===== config.mk =====
export PLATFORM = sky130hd
export DESIGN_NAME = fetch_queue
export DESIGN_NICKNAME = d
export VERILOG_FILES = /design/src/rtl/fetch_queue.sv
export SDC_FILE = /design/constraint.sdc
export NUM_CORES = 1
export LEC_CHECK = 0
export CAP_MARGIN = 20
export CORE_AREA = 2 2 242 244
export DETAILED_ROUTE_END_ITERATION = 12
export DIE_AREA = 0 0 244 246
export PLACE_DENSITY = 0.57
export SLEW_MARGIN = 10
export SYNTH_ARGS = -nofsm -noshare
export SYNTH_HDL_FRONTEND = slang
export SYNTH_SLANG_ARGS = --single-unit

===== constraint.sdc =====
create_clock -name clk -period 5.85 [get_ports clk]
set_clock_uncertainty 0.05 [all_clocks]
set_input_delay 0.8775 -clock clk [delete_from_list [all_inputs] [get_ports clk]]
set_output_delay 0.8775 -clock clk [all_outputs]
set_load 0.005 [all_outputs]

===== src/rtl/fetch_queue.sv =====
// Fetch-to-decode decoupling FIFO holding {inst, pc} with valid/ready handshakes and flush.
// Optional same-cycle empty-queue bypass enabled by defining FETCH_QUEUE_BYPASS_EN.
module fetch_queue #(
  parameter int DEPTH  = 8,
  parameter int INST_W = 32,
  parameter int PC_W   = 32
) (
  input  logic                       clk,
  input  logic                       reset,
  input  logic                       flush,
  input  logic                       in_valid,
  output logic                       in_ready,
  input  logic [INST_W-1:0]          in_inst,
  input  logic [PC_W-1:0]            in_pc,
  output logic                       out_valid,
  input  logic                       out_ready,
  output logic [INST_W-1:0]          out_inst,
  output logic [PC_W-1:0]            out_pc,
  output logic [$clog2(DEPTH+1)-1:0] count
);

  localparam int AW = $clog2(DEPTH);
  localparam int CW = $clog2(DEPTH + 1);
  localparam logic [CW-1:0] FULL_COUNT = CW'(DEPTH);

  logic [INST_W-1:0] inst_mem [DEPTH];
  logic [PC_W-1:0]   pc_mem   [DEPTH];

  logic [AW-1:0] wr_ptr_reg, rd_ptr_reg;
  logic [CW-1:0] count_reg;

  logic stored_valid, not_full, open, bypass, push, pop;

  // Reset and flush both close the handshakes in the cycle they are asserted.
  assign open         = !flush && !reset;
  assign stored_valid = (count_reg != '0);
  assign not_full     = (count_reg != FULL_COUNT);
  assign in_ready     = not_full && open;

`ifdef FETCH_QUEUE_BYPASS_EN
  assign bypass   = !stored_valid && in_valid && out_ready && open;
  assign out_inst = bypass ? in_inst : inst_mem[rd_ptr_reg];
  assign out_pc   = bypass ? in_pc   : pc_mem[rd_ptr_reg];
`else
  assign bypass   = 1'b0;
  assign out_inst = inst_mem[rd_ptr_reg];
  assign out_pc   = pc_mem[rd_ptr_reg];
`endif

  assign out_valid = (stored_valid && open) || bypass;
  assign push      = in_valid && in_ready && !bypass;
  assign pop       = stored_valid && open && out_ready;
  assign count     = count_reg;

  // Slot contents are never cleared; only pointers and count are reset.
  always_ff @(posedge clk) begin
    if (push) begin
      inst_mem[wr_ptr_reg] <= in_inst;
      pc_mem[wr_ptr_reg]   <= in_pc;
    end
  end

  always_ff @(posedge clk) begin
    if (reset || flush) begin
      wr_ptr_reg <= '0;
      rd_ptr_reg <= '0;
      count_reg  <= '0;
    end else begin
      if (push) wr_ptr_reg <= wr_ptr_reg + AW'(1);
      if (pop)  rd_ptr_reg <= rd_ptr_reg + AW'(1);
      case ({push, pop})
        2'b10:   count_reg <= count_reg + CW'(1);
        2'b01:   count_reg <= count_reg - CW'(1);
        default: count_reg <= count_reg;
      endcase
    end
  end

endmodule


* Word level (Yosys, flattened, before mapping) *
Memories as Yosys holds them, arrays and structs flattened. A register that Yosys moved wholly into a read port is not among the register bits.
Index checks and enable logic that the tools add are counted.

word-level totals
  register bits = 10
  RAM bits = 512
  output and inout port bits = 70
  memories = 2

cells by class
  add/subtract/negate cells = 4
  equality and inequality tests = 3
  mux-type cells = 7
  reductions and logical operators = 10

memory list
  name      words  bits a word  read ports  clocked after Yosys merged registers in  write ports  line  RTL
  inst_mem  8      32           1           1                                        1            26    logic [INST_W-1:0] inst_mem [DEPTH];
  pc_mem    8      32           1           1                                        1            27    logic [PC_W-1:0] pc_mem [DEPTH];

operator list
  kind                 number
  $mux 3               4
  $pmux 4 s2           1
  $add 3x1->3 const B  2
  $logic_and 1x1->1    5
  $add 4x1->4 const B  1
  $ne 4x4->1 const B   1
  $reduce_bool 4->1    1
  $sub 4x1->4 const B  1
  $eq 2x1->1 const B   1
  $eq 2x2->1 const B   1
  $logic_not 1->1      2
  $mux 1               2
  $reduce_bool 2->1    1
  $logic_or 1x1->1     1

* Depth between registers and ports, before layout *
Gate-level depths: netlist (run 1).

  depth in word-level cells = 6
  depth in mapped cells = 11
  mapped depth without buffers = 10

* Worst setup path before layout (run 1) *
Ideal clock, no wire load.

  path kind = input to register
  from = input flush
  to = memory inst_mem[5][0] (enable)
  setup time = 0.565 ns
  arrival = 5.695 ns
  required time = 5.235 ns
  slack = -0.460 ns
  cell stages on the path = 4
  path buffers = 0
  cells stage by stage = nor2_1 and2_1 nand2_1 nor3_1

between the ends
  longest elaborated chain between the ends = 6

RTL lines
  element                       line  RTL
  start: declaration            10    input logic flush,
  $logic_not 1->1               35    assign open = !flush && !reset;
  $logic_and 1x1->1             35
  $logic_and 1x1->1             38    assign in_ready = not_full && open;
  named net in_ready            12    output logic in_ready,
  $logic_and 1x1->1             51    assign push = in_valid && in_ready && !bypass;
  $mux 1                        57    if (push) begin
  $mux 1 (not written as such)  58    inst_mem[wr_ptr_reg] <= in_inst;
  end: declaration              26

The timed path passes the listed nets, and every way through them passes these cells.

==> results of run 1 <==
[Yosys cell counts]
library cell	count
nor2_1	9
mux2i_1	2
nand2_1	6
edfxtp_1	512
mux4_2	128
o41ai_1	1
inv_1	2
nor4b_1	1
buf_4	2
nand3_1	8
or3b_2	1
or2_2	1
ha_1	5
dfxtp_1	13
nand2b_1	1
a41oi_1	1
mux2_2	65
a21oi_1	2
xor2_1	5
nor3_1	5
buf_1	9
buf_6	12
clkbuf_1	11
nand4_1	2
or3_1	2
or4b_1	1
o21ai_0	5
and2_1	2
or4_1	1
buf_2	3
[tightest hold or removal path, delay by kind of cell (launching register included)]
kind             cells  cell delay (ns)
multiplexers         1             0.05
AND/OR/NAND/NOR      1             0.06
flip-flops           1             0.33
[layer usage]
metal  wire [um]  share of wire, %
met1       17400                44
met4         786               2.0
met2       19100                48
met3        2410               6.0
met5          80              0.20
[logic make-up (layout without fill, tap and decap cells)]
logic type	Yosys count	in the layout	share of synthesized area, %
compound gates	9	9	0.264
xor+xnor	5	5	0.220
fa+ha+maj	5	5	0.315
buf+inv	39	256	1.25
flops	525	525	78.6
mux	195	195	18.3
other cells	0	1	0
simple gates	40	40	1.04
[area by class of cell]
| cell class | instances | area, um^2 |
|---|---|---|
| flip-flops and latches | 525 | 15600 |
| inverters | 2 | 7.51 |
| fillers | 4919 | 33400 |
| repair buffers | 158 | 1600 |
| diodes | 1 | 2.50 |
| well taps | 765 | 957 |
| clock buffers | 59 | 1350 |
| clock inverters | 37 | 372 |
| multi-input cells | 254 | 4060 |
[per-stage QoR]
| step | instances | hold slack (ns) | cell area [um^2] | setup slack [ns] |
|---|---|---|---|---|
| floorplan | 818 | 0.419 | 19900 | -0.460 |
| global placement | 1703 | 0.437 | 22200 | 1.89 |
| detailed placement | 1703 | 0.441 | 22200 | 1.81 |
| CTS | 1799 | 0.454 | 24000 | 1.53 |
| global route | 1800 | 0.475 | 24000 | 1.43 |
| finish | 1801 | 0.448 | 24000 | 1.66 |
[worst min-delay path by stage]
stage | start | to | slack, ns | cells past startpoint
final | count[3] | count[3] | 0.45 | 2
after global routing | count[3] | count[3] | 0.47 | 2
after CTS | count[3] | count[3] | 0.45 | 2
after detailed placement | count[3] | count[3] | 0.44 | 2
after global placement | rd_ptr_reg[0] | rd_ptr_reg[0] | 0.44 | 1
after floorplan | rd_ptr_reg[0] | flop | 0.42 | 1
[power breakdown]
group	total, mW	switching, mW	internal (mW)	leakage, nW
clock	3.33	1.40	1.93	0.848
combinational	0.186	0.0923	0.0941	1.68
sequential	4.15	0.00677	4.14	4.72
total	7.67	1.50	6.17	7.25
[layout by cell type, fill, tap and decap left out, types with 8 or more instances in the layout]
| cell type | n |
|---|---|
| mux2_2 | 65 |
| clkdlybuf4s50_1 | 138 |
| nand3_1 | 8 |
| clkinv_1 | 8 |
| mux4_2 | 128 |
| dfxtp_1 | 10 |
| buf_4 | 15 |
| clkinv_2 | 14 |
| clkbuf_16 | 53 |
| edfxtp_1 | 512 |
==> flow_results.org, run 1 <==
** Global routing
- The number of antenna violations at the first check in global routing was 7.
- The number of global-route vias before repair is 9262.
- Routing usage on met1 :: between 10% and 20%
- Met2 layer usage reported by global route :: 21.2%
- Entering global routing, the biggest net connects 65 pins.
- Global-route wire length before repair :: around 60 mm
- GR Util All Layers :: 13.3%
- met2 is the most crowded layer.
- Met3 Track Usage GR :: 3.87%
- For this run the aggregate overflow at the end of global routing stands at 0.

** Routing
- In the final routed layout, each cell accounts on average for 22.1 um.
- The first routing iteration left 686 violations.
- After detailed routing, the total wire length is between 30 and 40 mm.
- The count of nets left with antenna violations once routing finished came out at 0.
- The first detailed-routing pass took 4 iterations.
- For this run, design rule violations remaining after detail routing come to 0.
- Dividing the detail-routed via count by the number of cells gives between 4 and 5.
- Total via count in the routed design :: 8650

** Critical path
- Crit Path Max Fanout :: 33
- Req. time, crit path :: between 4 and 5 ns
- WP data arrival :: 3.26 ns
- The critical path ends at out_inst[28].
- The largest single stage delay on the critical path is 0.80 ns.
- The signal on the critical path passes through buf_4 > mux4_2 > mux2_2 > clkdlybuf4s50_1.
- Slowest cell on the critical path :: dfxtp_4
- Type of origin of the critical path :: flop
- In this run the critical register-to-register path is captured at inst_mem[7][12].
- FF-to-FF path depth :: 5
- Reg2Reg Launch Point :: count[1]
- Setup slack, reg-to-reg :: 3.07 ns
- Worst setup EP type :: output port
- Together, buffers and inverters on the worst path number 2.
- The critical path runs through a total of 4 cells.
- The setup path with the least slack is of type flop to output port.
- Gate family responsible for the most delay along the worst path :: buffers and inverters

** Clock tree
- Number of clock buffers inserted by TritonCTS :: 53
- Counting along the longest clock path gives a buffer depth of 3.
- Clock latency reported for the late side of the worst-skew pair :: 0.59 ns
- Post-CTS Setup Repair Bufs :: 0
- The number of hold buffers added after CTS was 0.
- Gates resized during post-CTS repair numbered 0.
- The tree is rooted in a clkbuf_16.
- TritonCTS built the clock tree.
- The clock drives 525 sinks.
- Count of H-tree levels built during CTS :: 2
- After clock tree synthesis, the clock-pin slew on the worst setup and hold paths is 0.06 ns.

** Timing
- Setup violations remaining at the end of the flow were counted as 0.
- The number of pins with negative max-slew slack in the final report came to 0.
- Transition at the pin with the smallest max-transition slack :: 1.07 ns
- Min Clock Period, post-route :: 4.19 ns
- After routing, the total negative slack on setup checks comes to 0 ns.
- Setup repair after global routing left no endpoint under its margin.
- Final Hold Fails :: 0
- Peak clock frequency supported by timing :: 239 MHz
- Worst slew margin :: 28.9%
- Final critical-path share of the clock period :: roughly 70%

** Worst hold path
- The path class of the tightest hold or removal check is flop to flop.

** Die
- Num rows :: a little under 90
- Area of the placeable core :: 0.0574 mm^2
- Ports :: 139
- Total Die Area :: 0.0600 mm^2
- For this configuration, the core starts out at a cell density of between 30% and 40%.
- Horizontal die dimension :: between 200 and 250 um
- In this run the vertical extent of the chip is roughly 250 um.

** Placed design
- Once detailed placement completed, the half-perimeter wirelength came to 22.0 mm.
- Gpl congestion :: 0.703
- Buffers placed on the I/O ports in this run total 138.

** Yosys
- Register area share after synthesis :: 78.6%
- Sorting the synthesized cells by area gives the leading types as edfxtp_1 77%, mux4_2 14%, mux2_2 3.7%, dfxtp_1 1.3%, buf_6 0.68%.
- In this run the biggest area consumer among cell types represents 77.3% of the synthesized area.
- Nets in the synthesized netlist :: 892
- The synthesized design spends more area on one cell type than any other, namely edfxtp_1.
- Count of warnings emitted by yosys :: 0
- Number of instances in the synthesized netlist :: 818
- Synthesis instantiated 30 different standard cells from the library.
- Synth Cell Area :: 0.0199 mm^2
- A synthesized cell averages 24.3 um^2.
- Number of storage elements in the synthesis netlist :: 525

** Power
- In this run the power density over the cells is 320 mW/mm^2.
- Peak VDD IR :: 0.247 mV
- Post-layout total power :: 7.67 mW
- For this design the static power due to leakage is 7.25 nW.

** Status
- The run finished with clean final reports.

** Finish
- Area growth from synthesis to final layout :: 20.7%
- Once layout is complete, the utilization of the core stands at between 40% and 50%.
- At the end of the flow, the number of nets in the layout was 1068.
- Of the cells placed in the final design, the portion with a size suffix greater than 1 is slightly below 30%.

** Job
- Number of max-capacitance violations reported :: 0
No activity file was read; power rests on OpenSTA's default activity.
==> run 2, diff against run 1 <==
==> constraint.sdc (replaced) <==
create_clock -name clk -period 3.7 [get_ports clk]
set_clock_uncertainty 0.05 [all_clocks]
set_input_delay 0.555 -clock clk [delete_from_list [all_inputs] [get_ports clk]]
set_output_delay 0.555 -clock clk [all_outputs]
set_load 0.005 [all_outputs]
==> run 2 against run 1 <==
Against the previous run:
- count of clock-buffer cells in the layout grew 10
- sequential cell count is the same
- die area is the same
- largest cell class unchanged
- sequential share of layout area shrank 0.26 points
==> flow_results.org, run 2 (same netlist as run 1, synthesis figures left out) <==
** Status
- The flow ran to the end, and the final reports show no timing, DRC or antenna violations.

** Die
- The floorplan has between 80 and 90 rows.
- Vertical die dimension :: 246 um
- The core region is roughly 0.057 mm^2.
- Horizontal die dimension :: 244 um
- 139 I/O pins were placed.
- The die covers 0.0600 mm^2.
- Effective utilization at floorplan :: 34.7%

** Clock tree
- Count of H-tree levels built during CTS :: 2
- Post-CTS Setup Repair Bufs :: 0
- Clock tree synthesis inserted a total of 53 buffers.
- In this run, post-CTS hold repair placed 0 buffers.
- In this run the deepest clock path goes through 3 buffers.
- The tree is rooted in a clkbuf_16.
- The later pin in the worst-skew pair is clocked with a latency of 0.59 ns.
- TritonCTS built the clock tree.
- Number of clock sinks seen by CTS :: 525
- Post-CTS Resized :: 0
- Clk slew on worst S/H paths :: 0.06 ns

** Routing
- DRC violation count after routing :: 0
- For this block, the via count after detailed routing is 8764.
- Drt total wl :: 39.3 mm
- Dividing the detail-routed via count by the number of cells gives roughly 4.9.
- The detailed router finished its first iteration with 553 violations.
- After detailed routing, the average wire length per cell comes to 21.7 um.
- In this run the remaining antenna-violating nets after routing total 0.
- Detailed-routing iteration count for the pre-antenna-repair pass :: 4

** Critical path
- Kind of critical path :: flop to output port
- Worst setup EP type :: output port
- The number of buffers and inverters on the critical path is 2.
- For the worst setup path, the data arrival time is 2.78 ns.
- Critical path cell sequence :: buf_4 > mux4_2 > mux2_2 > clkdlybuf4s50_1
- Of all nets on the critical path, the largest fanout is 29.
- Data on the critical path is required at its endpoint by 3.09 ns.
- STA classifies the critical path startpoint as a flop.
- The number of cells on the worst reg-to-reg path is 10.
- Number of gates on the worst path with buffers counted :: 4
- Slowest cell on the critical path :: dfxtp_4
- On the critical path the largest part of the delay comes from buffers and inverters.
- On the worst path, the slowest cell contributes a delay of 0.66 ns.

** Job
- Max-cap violations in this run came to 0.

** Timing
- The number of hold-slack violations in the final timing report is 0.
- Setup total negative slack on the finished layout was measured at 0 ns.
- Dividing the final minimum period by the clock period gives 91.4%.
- In this run the tightest slew margin relative to its limit is roughly two thirds.
- Timing would allow up to approximately 300 MHz.
- Min Clock Period, post-route :: 3.38 ns
- The number of pins with negative max-slew slack in the final report came to 0.
- Setup violation total in the final timing report :: 0
- At the pin with the least slew margin, the transition time is 0.504 ns.
- RSZ-0062 raised after global routing :: no

** Power
- Peak VDD IR :: roughly 0.33 mV
- Power per cell area :: 491 mW/mm^2
- Power comes to 11.8 mW.
- The analysis attributes to cell leakage a power of 7.24 nW.

** Global routing
- GR Util All Layers :: roughly an eighth
- Antenna violations before repair :: 5
- Entering global routing, the biggest net connects 65 pins.
- Global route overflow :: 0
- The first global-routing pass estimated 59.5 mm of wire.
- The number of global-route vias before repair was 9436.

** Finish
- The library cells used most frequently in the layout, excluding fill and tap cells, are 512 x edfxtp_1, 138 x clkdlybuf4s50_1, 128 x mux4_2.
- The layout has 4886 filler cells.
- Fraction of final layout cells with drive strength greater than 1 :: 28.8%
- Antenna cells :: 0
- Commonest non-fill, non-tap cell in the layout :: edfxtp_1
- Area growth from synthesis to final layout :: 21.2%
- Number of nets in the layout :: 1072
- Core occupancy in the finished layout :: 42.0%

** Placed design
- Port buffering added 138 buffers.
- Once detailed placement completed, the half-perimeter wirelength came to 21.9 mm.
- Gpl congestion :: 0.688

** Worst hold path
- Number of stages on the worst hold path :: 2
- Hold Path Class :: flop to flop
==> run 2: cell types whose count changed in the layout (fill, tap and decap cells not counted) <==
cell,delta
nor3_2,-2
clkinv_4,-1
clkinv_2,-7
bufinv_16,-4
buf_12,+15
clkbuf_1,+10
diode_2,-1
buf_16,-1
buf_4,-10
nor3_4,+2
clkinv_1,+4
==> run 2: cell type report <==
cell class,instances,area [um^2],area share (%)
clock inverter,29,223,0.924
inverter,2,7.51,0.0312
timing repair buffer,162,1800,7.47
multi-input combinational,254,4080,16.9
tap,765,957,3.97
clock buffer,69,1390,5.75
sequential,525,15600,64.9
==> run 2: routing by layer <==
metal / up-vias / GRT usage (%) / routed length, um
met5: - / 0 / 63
met4: 10 / 3.25 / 664
met3: 61 / 3.58 / 1930
met2: 166 / 21.5 / 19200
met1: 4669 / 17.9 / 17400
li1: 3858 / - / -
==> run 2: per-stage QoR <==
| step | instances | worst slack [ns] | hold WS, ns | area (um^2) |
|---|---|---|---|---|
| after global placement | 1708 | 0.804 | 0.443 | 22500 |
| after global routing | 1806 | 0.192 | 0.494 | 24100 |
| final | 1806 | 0.320 | 0.460 | 24100 |
| after CTS | 1806 | 0.228 | 0.464 | 24100 |
| after floorplan | 818 | -0.543 | 0.419 | 19900 |
| after detailed placement | 1708 | 0.786 | 0.448 | 22500 |
==> run 2: worst reg2reg max path, delay by kind of cell (launching register included) <==
family                     cells  cell delay [ns]
and+or+nand+nor                3             1.11
buffers and inverters          1             0.09
DFF                            1             0.38
AOI/OAI and AO/OA              2             0.28
adders and majority gates      2             0.44
xor gates and xnor gates       2             0.26
==> run 2: path summary, 6_finish.rpt <==
path,start,endpoint,slack (ns)
max reg2reg,count[1],count[2],1.04
min reg2reg,count[3],count[3],0.46
min,count[3],count[3],0.46
max,flop,out_inst[10],0.32
==> run 2: report_power, final <==
part | internal, mW | switching [mW]
Sequential | 6.55 | 0.00951
Clock | 2.79 | 2.18
Combinational | 0.152 | 0.146
==> run 3, diff against run 2 <==
--- a/config.mk
+++ b/config.mk
@@ -6,11 +6,11 @@
 export NUM_CORES = 1
 export LEC_CHECK = 0
 export CAP_MARGIN = 20
-export CORE_AREA = 2 2 242 244
+export CORE_AREA = 2 2 270 219
+export CTS_BUF_LIST = sky130_fd_sc_hd__clkbuf_8 sky130_fd_sc_hd__clkbuf_16
 export DETAILED_ROUTE_END_ITERATION = 12
-export DIE_AREA = 0 0 244 246
+export DIE_AREA = 0 0 272 221
 export PLACE_DENSITY = 0.57
-export SLEW_MARGIN = 10
 export SYNTH_ARGS = -nofsm -noshare
 export SYNTH_HDL_FRONTEND = slang
 export SYNTH_SLANG_ARGS = --single-unit
==> run 3 against run 2 <==
Against the previous run:
- setup slack got worse by 0.13 ns
- first-iteration DRC count grew 21%
- total power grew 0.81%
- sequential power hardly changed
- die area rose by 0.15%
- cell count increased by 0.44%
- critical path depth is the same
- sequential cell count unchanged
==> flow_results.org, run 3 (same netlist as run 1, synthesis figures left out) <==
** Global routing
- Entering global routing, the biggest net connects 65 pins.
- Global-route wire length before repair :: 59.8 mm
- The number of antenna violations at the first check in global routing is 4.
- The total overflow left after global routing is 0.
- Number of global-route vias before repair :: 9323
- GR Util All Layers :: 13.3%

** Critical path
- For the worst setup path, the data required time is approximately 3.1 ns.
- Type of origin of the critical path :: flop
- The worst setup path is captured at an output port.
- The worst setup path is of the flop to output port kind.
- Measured in cells, the most critical reg-to-reg path has a length of 10.
- Crit Path Max Fanout :: 37
- In this run the critical register-to-register path is launched from count[1].
- At the worst endpoint, the arrival time is 2.91 ns.

** Routing
- Vias per cell :: 4.81
- The detail route stage leaves a number of antenna-violating nets equal to 0.
- The first detailed-routing pass ran for 4 iterations.
- For this block, the via count after detailed routing is 8718.
- After detailed routing, no signal wire sits above met5.
- WL/cell :: 21.9 um
- After detailed routing, the met2 layer carries 19.1 mm of wire.
- Amount of wire on met3 after detailed routing :: 1.64 mm
- Drt total wl :: 39.7 mm
- Detailed router's first-iteration violation count :: 667
- The detailed router put a total of 18.1 mm of wire on met1.
- DRC violation count after routing :: 0

** Clock tree
- Clock Tree Root :: clkbuf_16
- The clock tree synthesis step divided the H-tree into 2 levels.
- Max Buffers Root-to-Sink :: 3
- Post-CTS Setup Repair Bufs :: 0
- The clock net in this run drives a total of 525 sinks.
- Post-CTS Resized :: 0
- Clock latency reported for the late side of the worst-skew pair :: 0.59 ns
- The number of clock buffers added by TritonCTS is 53.
- TritonCTS clock tree :: built
- Hold buffer count at cts :: 0
- Clk slew on worst S/H paths :: approximately 0.06 ns

** Timing
- RSZ-0062 raised after global routing :: no
- Transition at the pin with the smallest max-transition slack :: approximately 0.59 ns
- Final Hold Fails :: 0
- On the final layout, the worst hold slack is 0.454 ns.
- Final critical-path share of the clock period :: 94.9%
- Setup slack of the critical path after layout :: about 0.19 ns
- Peak clock frequency supported by timing :: 285 MHz
- Subtracting the final worst setup slack from the clock period gives 3.51 ns.
- Worst slew margin :: 60.6%
- Setup violation total in the final timing report :: 0
- The number of pins with negative max-slew slack in the final report is 0.
- After routing, the total negative slack on setup checks comes to 0 ns.

** Finish
- The net count of the finished layout is 1075.
- In the final layout, the share of cells above drive strength 1 is between 20 and 30%.
- In the final layout, flip-flops and latches occupy 0.0156 mm^2.
- Leaving out filler cells and counting taps, the final layout contains between 1500 and 2000.
- Core occupancy in the finished layout :: 42.0%
- After routing the design area is between 0.02 and 0.025 mm^2.
- In the layout the commonest cells are 512 x edfxtp_1, 138 x clkdlybuf4s50_1, 128 x mux4_2.
- After filler insertion, the fill cell instance count of the layout stands at around 4900.
- The library cell used most frequently in the layout, excluding fill and tap cells, is edfxtp_1.
- In the final layout, the multi-input gates occupy 0.00408 mm^2.
- Area growth from synthesis to final layout :: 21.4%

** Status
- Status :: complete, no violations

** Power
- Share of total power consumed by net switching :: 19.5%
- Peak VDD IR :: 0.301 mV
- The clock network accounts for a little over two fifths of the total power.
- The internal portion of the total power is 9.60 mW.
- Power comes to 11.9 mW.
- Summed over all cells, the static leakage comes to between 7 and 8 nW.
- Power per cell area :: 494 mW/mm^2
- Portion of total power attributed to sequential cells :: 55.1%
- In this run the power spent charging and discharging nets is 2.32 mW.
- Logic pwr share :: 2.4%

** Job
- Number of max-capacitance violations reported :: 0

** Die
- The die covers about 0.06 mm^2.
- The die is roughly 270 um wide.
- Once the floorplan was initialized, standard cells occupied between 30% and 40% of the core.
- Num rows :: 79
- Ports :: 139
- The total area inside the core boundary comes to 0.0574 mm^2.
- The die is 221 um tall.

** Worst hold path
- Hold Path Class :: flop to flop
- Number of stages on the worst hold path :: 1
- Startpoint of the most critical hold path :: rd_ptr_reg[0]

** Placed design
- Total half-perimeter wirelength after legalization and detailed placement :: 21.0 mm
- Timing analysis after detailed placement gives a worst setup slack of 0.605 ns.
- After detailed placement, the design holds a cell count of around 1700.
- Gpl congestion :: slightly below 0.7
- Summing all placed instances gives a cell area of 0.0225 mm^2.
- IO buf count :: 138
[run 3: worst max-delay path, stage by stage (launching register included)]
cell	delay, ns
dfxtp_4	0.63
buf_12	0.35
mux4_2	0.56
mux2_2	0.30
clkdlybuf4s50_1	0.46
[run 3: worst paths after layout]
kind                   endpoint  slack (ns)
setup / recovery     out_pc[12]        0.19
hold / removal    rd_ptr_reg[0]        0.45
setup reg to reg       count[2]        1.02
hold reg to reg   rd_ptr_reg[0]        0.45
[run 3: layout make-up]
cell class,instances,share of cell area [%]
Sequential cell,525,64.8
Multi-Input combinational cell,254,16.9
Timing Repair Buffer,165,7.39
Clock buffer,59,5.93
Tap cell,769,3.99
Clock inverter,39,0.943
Inverter,2,0.0311
Antenna cell,1,0.0104
[run 3: power by group through the flow]
stage                     logic (mW)  registers, mW  clock network [mW]
after global routing           0.318           6.56                5.45
after CTS                      0.298           6.56                5.23
after floorplan               0.0831           6.69                   0
final                          0.292           6.56                5.06
after global placement         0.289           6.69                   0
after detailed placement       0.297           6.69                   0
[run 3: layer usage]
| layer | up-vias | track usage [%] |
|---|---|---|
| met5 | - | 0 |
| met4 | 6 | 3.85 |
| met3 | 68 | 2.88 |
| met2 | 160 | 21.3 |
| met1 | 4609 | 18.3 |
| li1 | 3875 | - |
